<file path="src/rtl/vme_bus_requester_pkg.sv">
// Shared definitions for the VMEbus requester: signal polarity, release-mode
// selectors, requester state encoding and the bus-busy hold load helper.
package vme_bus_requester_pkg;

    // Every VME control line handled here is active-low.
    localparam logic ACTIVE   = 1'b0;
    localparam logic INACTIVE = 1'b1;

    // Release policy selectors for the RELEASE_ON_REQUEST parameter.
    localparam bit RELEASE_WHEN_DONE = 1'b0;  // give the bus up as soon as the CPU is done
    localparam bit RELEASE_ON_REQ    = 1'b1;  // keep the bus until the arbiter asserts BCLR

    typedef enum logic [1:0] {
        REQ_IDLE    = 2'd0,
        REQ_REQUEST = 2'd1,
        REQ_OWNED   = 2'd2,
        REQ_RELEASE = 2'd3
    } req_state_e;

    // BBSY goes low on the ownership edge and rises one edge after the release
    // edge, so two clocks of every hold are structural. The counter only has
    // to cover the remainder for BBSY to stay low hold_cycles clocks minimum.
    function automatic int unsigned hold_load(input int unsigned hold_cycles);
        return (hold_cycles > 2) ? hold_cycles - 2 : 0;
    endfunction

endpackage

</file>
<file path="src/rtl/vme_bus_requester_if.sv">
// Bundle of the requester's CPU-side and VMEbus arbitration signals.
//   request_vme, cpu_as, vme_as : CPU / transfer-engine status (active-low)
//   vme_bgin, vme_bclr          : arbiter inputs, asynchronous (active-low)
//   bus_acquired                : ownership flag to vme_data_transfer (active-low)
//   vme_br, vme_bgout, vme_bbsy : arbitration outputs (active-low)
// master = the requester, slave = everything around it.
interface vme_bus_requester_if;
    logic request_vme;
    logic cpu_as;
    logic vme_as;
    logic bus_acquired;
    logic vme_br;
    logic vme_bgin;
    logic vme_bgout;
    logic vme_bbsy;
    logic vme_bclr;

    modport master (
        input  request_vme, cpu_as, vme_as, vme_bgin, vme_bclr,
        output bus_acquired, vme_br, vme_bgout, vme_bbsy
    );

    modport slave (
        output request_vme, cpu_as, vme_as, vme_bgin, vme_bclr,
        input  bus_acquired, vme_br, vme_bgout, vme_bbsy
    );
endinterface

</file>
<file path="src/rtl/vme_bus_requester_sync.sv">
// N-stage synchroniser for one asynchronous active-low VME input.
//   clock, reset : system clock, asynchronous active-low reset
//   d            : asynchronous input
//   q            : synchronised copy, STAGES clocks late, resets to 1 (inactive)
module vme_bus_requester_sync #(
    parameter int unsigned STAGES = 2
) (
    input  logic clock,
    input  logic reset,
    input  logic d,
    output logic q
);

    logic [STAGES-1:0] chain;

    // NOTE: every flop of the chain is reset to the inactive level so no
    // phantom grant or clear can ripple out of reset.
    always_ff @(posedge clock or negedge reset) begin
        if (!reset) begin
            chain <= '1;
        end else begin
            chain[0] <= d;
            for (int i = 1; i < STAGES; i++) begin
                chain[i] <= chain[i-1];
            end
        end
    end

    assign q = chain[STAGES-1];

endmodule

</file>
<file path="src/rtl/vme_bus_requester.sv">
// Master-side VMEbus requester. Wins bus ownership (BR/BGIN/BBSY) before the
// transfer engine may drive a cycle, forwards foreign grants down the daisy
// chain while idle and releases the bus when done (or on BCLR in ROR mode).
//   clock, reset : system clock, asynchronous active-low reset
//   bus (master) : request_vme, cpu_as, vme_as, vme_bgin, vme_bclr in;
//                  bus_acquired, vme_br, vme_bgout, vme_bbsy out (all registered)
module vme_bus_requester
    import vme_bus_requester_pkg::*;
#(
    parameter int unsigned SYNC_STAGES        = 2,
    parameter int unsigned BBSY_HOLD_CYCLES   = 5,
    parameter bit          RELEASE_ON_REQUEST = RELEASE_WHEN_DONE
) (
    input logic                  clock,
    input logic                  reset,
    vme_bus_requester_if.master  bus
);

    localparam int unsigned     CNT_W     = $clog2(BBSY_HOLD_CYCLES + 1);
    localparam logic [CNT_W-1:0] HOLD_LOAD = CNT_W'(hold_load(BBSY_HOLD_CYCLES));

    logic             bgin_s;
    logic             bclr_s;
    req_state_e       state_q, state_d;
    logic [CNT_W-1:0] hold_cnt_q, hold_cnt_d;
    logic             br_q, bgout_q, bbsy_q, acq_q;
    logic             br_d, bgout_d, bbsy_d, acq_d;
    logic             mode_ok;
    logic             release_ok;

    vme_bus_requester_sync #(.STAGES(SYNC_STAGES)) u_sync_bgin (
        .clock (clock),
        .reset (reset),
        .d     (bus.vme_bgin),
        .q     (bgin_s)
    );

    vme_bus_requester_sync #(.STAGES(SYNC_STAGES)) u_sync_bclr (
        .clock (clock),
        .reset (reset),
        .d     (bus.vme_bclr),
        .q     (bclr_s)
    );

    // A transfer in flight (vme_as low) always blocks release, in both modes.
    assign mode_ok = (RELEASE_ON_REQUEST == RELEASE_ON_REQ) ? (bclr_s == ACTIVE)
                                                            : (bus.request_vme == INACTIVE);
    assign release_ok = (hold_cnt_q == '0) && (bus.cpu_as == INACTIVE)
                     && (bus.vme_as == INACTIVE) && mode_ok;

    // NOTE: sequential state uses non-blocking assignments only, so every flop
    // samples pre-edge values regardless of process ordering.
    always_ff @(posedge clock or negedge reset) begin
        if (!reset) begin
            state_q    <= REQ_IDLE;
            hold_cnt_q <= '0;
        end else begin
            state_q    <= state_d;
            hold_cnt_q <= hold_cnt_d;
        end
    end

    // NOTE: state_d gets a default before the case so no path infers a latch.
    always_comb begin
        state_d = state_q;
        unique case (state_q)
            // Never start a request while a foreign grant is passing through.
            REQ_IDLE:    if (bus.request_vme == ACTIVE && bus.cpu_as == ACTIVE && bgin_s == INACTIVE)
                             state_d = REQ_REQUEST;
            // BR may not be withdrawn before the grant; a dropped request
            // still takes the grant and releases after the minimum hold.
            REQ_REQUEST: if (bgin_s == ACTIVE) state_d = REQ_OWNED;
            REQ_OWNED:   if (release_ok) state_d = REQ_RELEASE;
            // Our own grant must be negated before another request is allowed.
            REQ_RELEASE: if (bgin_s == INACTIVE) state_d = REQ_IDLE;
            default:     state_d = REQ_IDLE;
        endcase
    end

    // Registered-output values are derived from the transition about to be
    // taken, so each output changes on the same edge as the state.
    always_comb begin
        br_d       = (state_d == REQ_REQUEST) ? ACTIVE : INACTIVE;
        bgout_d    = (state_q == REQ_IDLE && state_d == REQ_IDLE) ? bgin_s : INACTIVE;
        // BBSY also covers the release edge: it rises one clock after bus_acquired.
        bbsy_d     = (state_d == REQ_OWNED || state_q == REQ_OWNED) ? ACTIVE : INACTIVE;
        acq_d      = (state_q == REQ_OWNED && state_d == REQ_OWNED) ? ACTIVE : INACTIVE;
        hold_cnt_d = hold_cnt_q;
        if (state_q == REQ_REQUEST && state_d == REQ_OWNED) begin
            hold_cnt_d = HOLD_LOAD;
        end else if (state_q == REQ_OWNED && hold_cnt_q != '0) begin
            hold_cnt_d = hold_cnt_q - CNT_W'(1);
        end
    end

    always_ff @(posedge clock or negedge reset) begin
        if (!reset) begin
            br_q    <= INACTIVE;
            bgout_q <= INACTIVE;
            bbsy_q  <= INACTIVE;
            acq_q   <= INACTIVE;
        end else begin
            br_q    <= br_d;
            bgout_q <= bgout_d;
            bbsy_q  <= bbsy_d;
            acq_q   <= acq_d;
        end
    end

    assign bus.vme_br       = br_q;
    assign bus.vme_bgout    = bgout_q;
    assign bus.vme_bbsy     = bbsy_q;
    assign bus.bus_acquired = acq_q;

endmodule
</file>
<file path="src/flat_wrapper.sv">
// flat-port wrapper written by rule: the top's interface ports become plain ports
module vme_bus_requester_flat import vme_bus_requester_pkg::*;
#(
    parameter int unsigned SYNC_STAGES        = 2,
    parameter int unsigned BBSY_HOLD_CYCLES   = 5,
    parameter bit          RELEASE_ON_REQUEST = RELEASE_WHEN_DONE
)
  (clock, reset, bus_request_vme, bus_cpu_as, bus_vme_as, bus_vme_bgin, bus_vme_bclr, bus_bus_acquired, bus_vme_br, bus_vme_bgout, bus_vme_bbsy);
  vme_bus_requester_if bus_i ();
  input logic clock;
  input logic reset;
  input wire logic [$bits(bus_i.request_vme)-1:0] bus_request_vme;
  input wire logic [$bits(bus_i.cpu_as)-1:0] bus_cpu_as;
  input wire logic [$bits(bus_i.vme_as)-1:0] bus_vme_as;
  input wire logic [$bits(bus_i.vme_bgin)-1:0] bus_vme_bgin;
  input wire logic [$bits(bus_i.vme_bclr)-1:0] bus_vme_bclr;
  output wire logic [$bits(bus_i.bus_acquired)-1:0] bus_bus_acquired;
  output wire logic [$bits(bus_i.vme_br)-1:0] bus_vme_br;
  output wire logic [$bits(bus_i.vme_bgout)-1:0] bus_vme_bgout;
  output wire logic [$bits(bus_i.vme_bbsy)-1:0] bus_vme_bbsy;
  assign bus_i.request_vme = bus_request_vme;
  assign bus_i.cpu_as = bus_cpu_as;
  assign bus_i.vme_as = bus_vme_as;
  assign bus_i.vme_bgin = bus_vme_bgin;
  assign bus_i.vme_bclr = bus_vme_bclr;
  assign bus_bus_acquired = bus_i.bus_acquired;
  assign bus_vme_br = bus_i.vme_br;
  assign bus_vme_bgout = bus_i.vme_bgout;
  assign bus_vme_bbsy = bus_i.vme_bbsy;
  vme_bus_requester #(.SYNC_STAGES(SYNC_STAGES), .BBSY_HOLD_CYCLES(BBSY_HOLD_CYCLES), .RELEASE_ON_REQUEST(RELEASE_ON_REQUEST)) u_core (.clock(clock), .reset(reset), .bus(bus_i));
endmodule
</file>
<file path="config.mk">
export PLATFORM = sky130hd
export DESIGN_NAME = vme_bus_requester_flat
export DESIGN_NICKNAME = d
export VERILOG_FILES = /design/src/rtl/vme_bus_requester_pkg.sv /design/src/rtl/vme_bus_requester_if.sv /design/src/rtl/vme_bus_requester_sync.sv /design/src/rtl/vme_bus_requester.sv /design/src/flat_wrapper.sv
export SDC_FILE = /design/constraint.sdc
export NUM_CORES = 1
export LEC_CHECK = 0
export CORE_MARGIN = 10
export CORE_UTILIZATION = 28
export DETAILED_ROUTE_END_ITERATION = 8
export GPL_TIMING_DRIVEN = 0
export PLACE_DENSITY = 0.54
export SLEW_MARGIN = 20
export SYNTH_ARGS = -nofsm -noshare
export SYNTH_HDL_FRONTEND = slang
export SYNTH_SLANG_ARGS = --single-unit
export TNS_END_PERCENT = 20
</file>
<file path="constraint.sdc">
create_clock -name clock -period 1.6 [get_ports clock]
set_input_delay 0.32 -clock clock [delete_from_list [all_inputs] [get_ports clock]]
set_output_delay 0.32 -clock clock [all_outputs]
set_load 0.02 [all_outputs]
</file>
# Word level (Yosys, flattened, before mapping)
# Index checks and enable logic that the tools add are counted.
# Widths: inputs -> output; s select.
# word_totals
n_memories,0
rom_bits,0
out_inout_bits,4
latchBits,0
ram_bits,0
word_cells,41
input_bits,7
regBits,11
# classes
magnitude_cmp,0
mul,0
reduce_logical,15
shift,0
n_addsub,1
n_eq_ne,5
bitwise,2
div,0
n_mux,11
# op_table
cell,n
$logic_and 1x1->1,9
$mux 2,4
$pmux 2 s4,1
$eq 2x2->1 const B,3
$mux 3,2
$eq 2x1->1 const B,2
$logic_not 2->1,2
$mux 1,4
$logic_not 3->1,1
$reduce_bool 3->1,1
$sub 3x1->3 const B,1
$not 1->1,2
$reduce_bool 2->1,1
$logic_or 1x1->1,1

# Longest topological paths before layout
# depth
depth_word,9
ltp_mapped,6
mapped_depth_nobuf,6

# Cells and area by module
# From an unflattened synthesis, not the netlist that was laid out.
# hier_totals
cells_unflattened,44
hier_area_um2,496.7
# modules_own_cells
mod,cells_each,n_inst,area_per_inst_um2,seq_area_each_um2
vme_bus_requester,42,1,444.2,230.2
vme_bus_requester_sync,2,1,52.6,52.6

# Worst setup path before layout
# No wires, ideal clock.
# synth_path
path_kind,reg-to-reg
startpoint,register u_core.hold_cnt_q[0]
endpoint,register u_core.hold_cnt_q[0]
path_buffers,0
t_arrival_ns,1.213
setup_slack_ns,0.263
required_time_ns,1.476
stages_incl_launch_ff,7
setup_ns,0.124
period_less_slack_ns,1.337
cell_sequence,dfrtp_1 inv_1 ha_1 ha_1 nor2_1 mux2i_1 o21ai_1
# synth_between
elab_chain_cells,9
word_cells_on_any_way,14
classes_between,1 x add/sub; 1 x eq/ne; 4 x mux; 8 x reduce/logical
# synth_lines
item,line_no,rtl
start: declaration,vme_bus_requester.sv:25,"logic [CNT_W-1:0] hold_cnt_q, hold_cnt_d;"
start signal: assignment,vme_bus_requester.sv:59,hold_cnt_q <= hold_cnt_d;
$logic_not 3->1,vme_bus_requester.sv:48,assign release_ok = (hold_cnt_q == '0) && (bus.cpu_as == INACTIVE)
$logic_and 1x1->1,vme_bus_requester.sv:48,
$logic_and 1x1->1 (2 in a row),vme_bus_requester.sv:49,&& (bus.vme_as == INACTIVE) && mode_ok;
$mux 2,vme_bus_requester.sv:73,REQ_OWNED: if (release_ok) state_d = REQ_RELEASE;
$pmux 2 s4,vme_bus_requester.sv:66,unique case (state_q)
$eq 2x2->1,vme_bus_requester.sv:89,if (state_q == REQ_REQUEST && state_d == REQ_OWNED) begin
$logic_and 1x1->1,vme_bus_requester.sv:89,
$mux 3 or $reduce_bool 2->1 (tied branches),--,
# Parallel ways exist; a longest one is shown, timed or not. The select of a mux whose other input is x is not followed.
# A chain may end at the register's enable or synchronous reset.

# Worst setup path after layout
# Ends and elaborated chain as after synthesis.

==> results summary <==
Yosys instantiated no cell more often than nor2_1. The slack of the critical path is 116 ps. By count the netlist is led by nor2_1, dfstp_2, dfrtp_1. The number of failing hold endpoints at the final stage is 0. The worst setup path is captured at a flip-flop. The area of the die came out at 3820 um^2. The minimum clock period is 1480 ps. In the final layout, the share of cells above drive strength 1 is 23.2%. The synthesized design devotes to its leading area cell type 32.2% of total area. The final routed DRC violation total is 0. The worst voltage drop across the vdd grid came out at 0.625 mV. The min-delay analysis places its worst path in the category reg -> reg.

Counting flops with a built-in enable in the synthesized netlist gives 0. For this run, the detailed router's first-pass iteration total came to 1. The total stage count of the critical path is 6. Synthesis instantiated 20 different standard cells from the library. Entering global routing, the biggest net connects 12 pins. The via count of the first global-routing pass is approximately 340.

The quantity of hold-fixing buffers added after cts is 0. The synthesized area divided by synthesized cell count is 11.4 um^2. Clock-pin slew was measured on the worst setup and hold paths at 60 ps. The arrival time at the worst endpoint came out at 1630 ps.

The clock passes through at most 2 buffers. After detailed placement, the total cell area comes to 601 um^2. During synthesis, Yosys emitted a total of 0 warnings.

The floorplan has 15 rows. The transition time at the pin with the least slew margin is approximately 500 ps. Synthesis handed over a netlist of 43 instances. The worst hold path passes through 0 cells. The layout overhead on the synthesized area is 27.1%. Max-cap violations in this run came to 0. The commonest register cell after synthesis is dfstp_2. For this configuration, the core starts out at a cell density of 29.0%.

The total wire length came out at 899 um. Summed over all cells, the static leakage comes to 0.000267 uW. The horizontal die dimension is roughly 62 um. In this run the remaining antenna-violating nets after routing total 0. The number of antenna diodes is 0. Among all stages on the critical path, the largest delay is contributed by dfrtp_1. The final cycle utilization of the critical path came out at a little over 90%.

Sorting the synthesized cells by area gives the leading types as dfstp_2, dfrtp_1, nor2_1. The number of levels the H-tree was split into came out at 1. The worst setup path is launched from a flip-flop. The clock tree root driver cell is clkbuf_4.

The first-pass GRT wire length came out at 1460 um. The total half-perimeter wirelength after legalization and detailed placement is 682 um. The smallest hold slack came out at 356 ps. The number of buffers and inverters on the critical path came out at 1. Port buffering added 9 buffers.

The congestion estimate from routability-driven global placement came to about 0.71. The flow ran to the end, and the final reports show no timing, DRC or antenna violations. The highest achievable clock rate is 674 MHz. The residual overflow from global routing came out at 0. Sequential elements use 57.8% of the synthesized area.

The post-synthesis async set-or-reset flop share is 100%. The total non-filler cell area in the finished layout is 622 um^2. Across all layers, the routed design uses about 350 vias.

dfstp_2 takes more of the synthesized area than any other cell. TritonCTS built the clock tree. After the first detailed-routing iteration, the DRC count stood at 0. The overall routing resource usage is between 5 and 6%. The final count of pins violating max slew came to 0. The net count of the mapped netlist is 52.

The maximum fanout along the worst path is 4. The delay of the slowest critical-path stage came out at 380 ps. The tree built by TritonCTS fans out to 11 sinks.

The total setup violations reported at the end of the flow came out at 0. The sum of negative setup slack came out at 0 ps. The number of antenna violations at the first check in global routing came to 0. The number of buffers inserted during clock tree synthesis is 3. The routed wirelength normalized by instance count is 12.3 um. The minimum setup slack after placement came out at between 90 and 100 ps. The number of top-level design ports is 11. Setup repair after global routing left no endpoint under its margin. Walking the worst path, the cells encountered are inv_1, ha_1, ha_1, nor2_1, mux2i_1, o21ai_1.

In this run the tightest slew margin relative to its limit is between 60% and 70%. The flip-flop and latch count after synthesis is 11. Among cell families on the critical path, the largest total delay comes from adder cells. The final net count came out at 66.

The vias per cell is 4.73. For the worst setup path, the data required time is 1750 ps. Measured in cells, the most critical reg-to-reg path has a length of 6. Across the routed clock network, the largest skew measured is 6.12 ps. The critical path in this run is classified as reg -> reg. The floorplan core area is between 1500 and 2000 um^2. The height of the die came out at 61.8 um. Power spread over the standard cell area amounts to 1810 nW/um^2. The clock reaches the later pin of the worst-skew pair after 260 ps.

In this design, the critical path's most frequently occurring cell is ha_1. The total standard cell area after synthesis came out at 489 um^2.
-- layout make-up --
type | count | area (um^2)
fill | 173 | 1070
sequential | 11 | 283
multi-input combinational | 28 | 188
timing repair buffer | 9 | 85.1
clock buffer | 4 | 26.3
tap | 17 | 21.3
inverter | 3 | 11.3
buffer | 1 | 7.51
-- cell usage in the layout (no fill, tap or decap) --
master	synthesis	layout
nor2_1	7	7
dfstp_2	6	6
clkdlybuf4s50_1	0	5
dfrtp_1	5	5
dlygate4sd2_1	0	4
inv_1	3	3
clkbuf_4	0	3
nor2b_1	2	2
o21ai_1	2	2
a21oi_1	2	2
or3_1	2	2
nand2b_1	2	2
ha_1	2	2
nand4_1	1	1
buf_4	1	1
nand2b_4	1	1
nor2b_2	1	1
nand2_1	1	1
o211ai_1	1	1
o21a_1	1	1
a211oi_2	1	1
o221ai_1	1	1
mux2i_1	1	1
clkbuf_1	0	1
-- cell families (layout without fill, tap and decap cells) --
group           after synthesis  count (layout)  synth area share (%)
compound gates                8               8                  11.5
fa+ha+maj                     2               2                  5.11
buf+inv                       4              17                  3.84
flops                        11              11                  57.8
mux                           1               1                  2.05
simple gates                 17              17                  19.7
-- final timing paths --
check | start | to | slack (ps)
worst max-delay path | u_core.hold_cnt_q[0]$_DFFE_PN0P_ | u_core.hold_cnt_q[0]$_DFFE_PN0P_ | 120
worst min-delay path | u_core.u_sync_bgin.chain[0]$_DFF_PN1_ | u_core.u_sync_bgin.chain[1]$_DFF_PN1_ | 360
worst max register to register | u_core.hold_cnt_q[0]$_DFFE_PN0P_ | u_core.hold_cnt_q[0]$_DFFE_PN0P_ | 120
worst min register to register | u_core.u_sync_bgin.chain[0]$_DFF_PN1_ | u_core.u_sync_bgin.chain[1]$_DFF_PN1_ | 360
max in group asynchronous | reset | u_core.u_sync_bgin.chain[0]$_DFF_PN1_ | 850
min in group asynchronous | reset | u_core.state_q[1]$_DFF_PN0_ | 390
-- layer usage --
metal,share of wire (%),track usage (%),vias to the layer above
met5,0,0,-
met1,41,5.50,159
met4,3.0,2.87,0
li1,-,-,170
met2,44,7.91,14
met3,12,3.66,2
-- state kept, by name (all words and copies together), names as in the netlist --
signal / cells
u_core.hold_cnt_q: 3
u_core.bus.vme_bgout: 1
u_core.state_q: 2
u_core.bus.vme_bbsy: 1
u_core.bus.vme_br: 1
u_core.bus.bus_acquired: 1
u_core.u_sync_bgin.chain: 2
-- through the flow --
stage	std cells	total power, uW	utilization, %
after floorplan	43	826	-
after global placement	69	964	35.6
after detailed placement	69	981	35.6
after CTS	73	1150	36.8
after global routing	73	1220	36.8
final	73	1120	36.8
-- worst register-to-register path, stage by stage, from the launching register on --
cell and delay [ps]:
dfrtp_1 380, inv_1 60, ha_1 200, ha_1 220
nor2_1 230, mux2i_1 210, o21ai_1 80
-- what timing repair did --
item | 4_1_cts | 5_1_grt
endpoints found under the setup margin | 4 | 0
gates resized for setup | 4 | 0
setup buffers | 0 | 0
-- report_power, final --
group	switching, uW	total [uW]	internal, uW
clock	88.5	185	96.4
combinational	256	488	232
sequential	50.2	451	401
(Power assumes the default switching activity.)
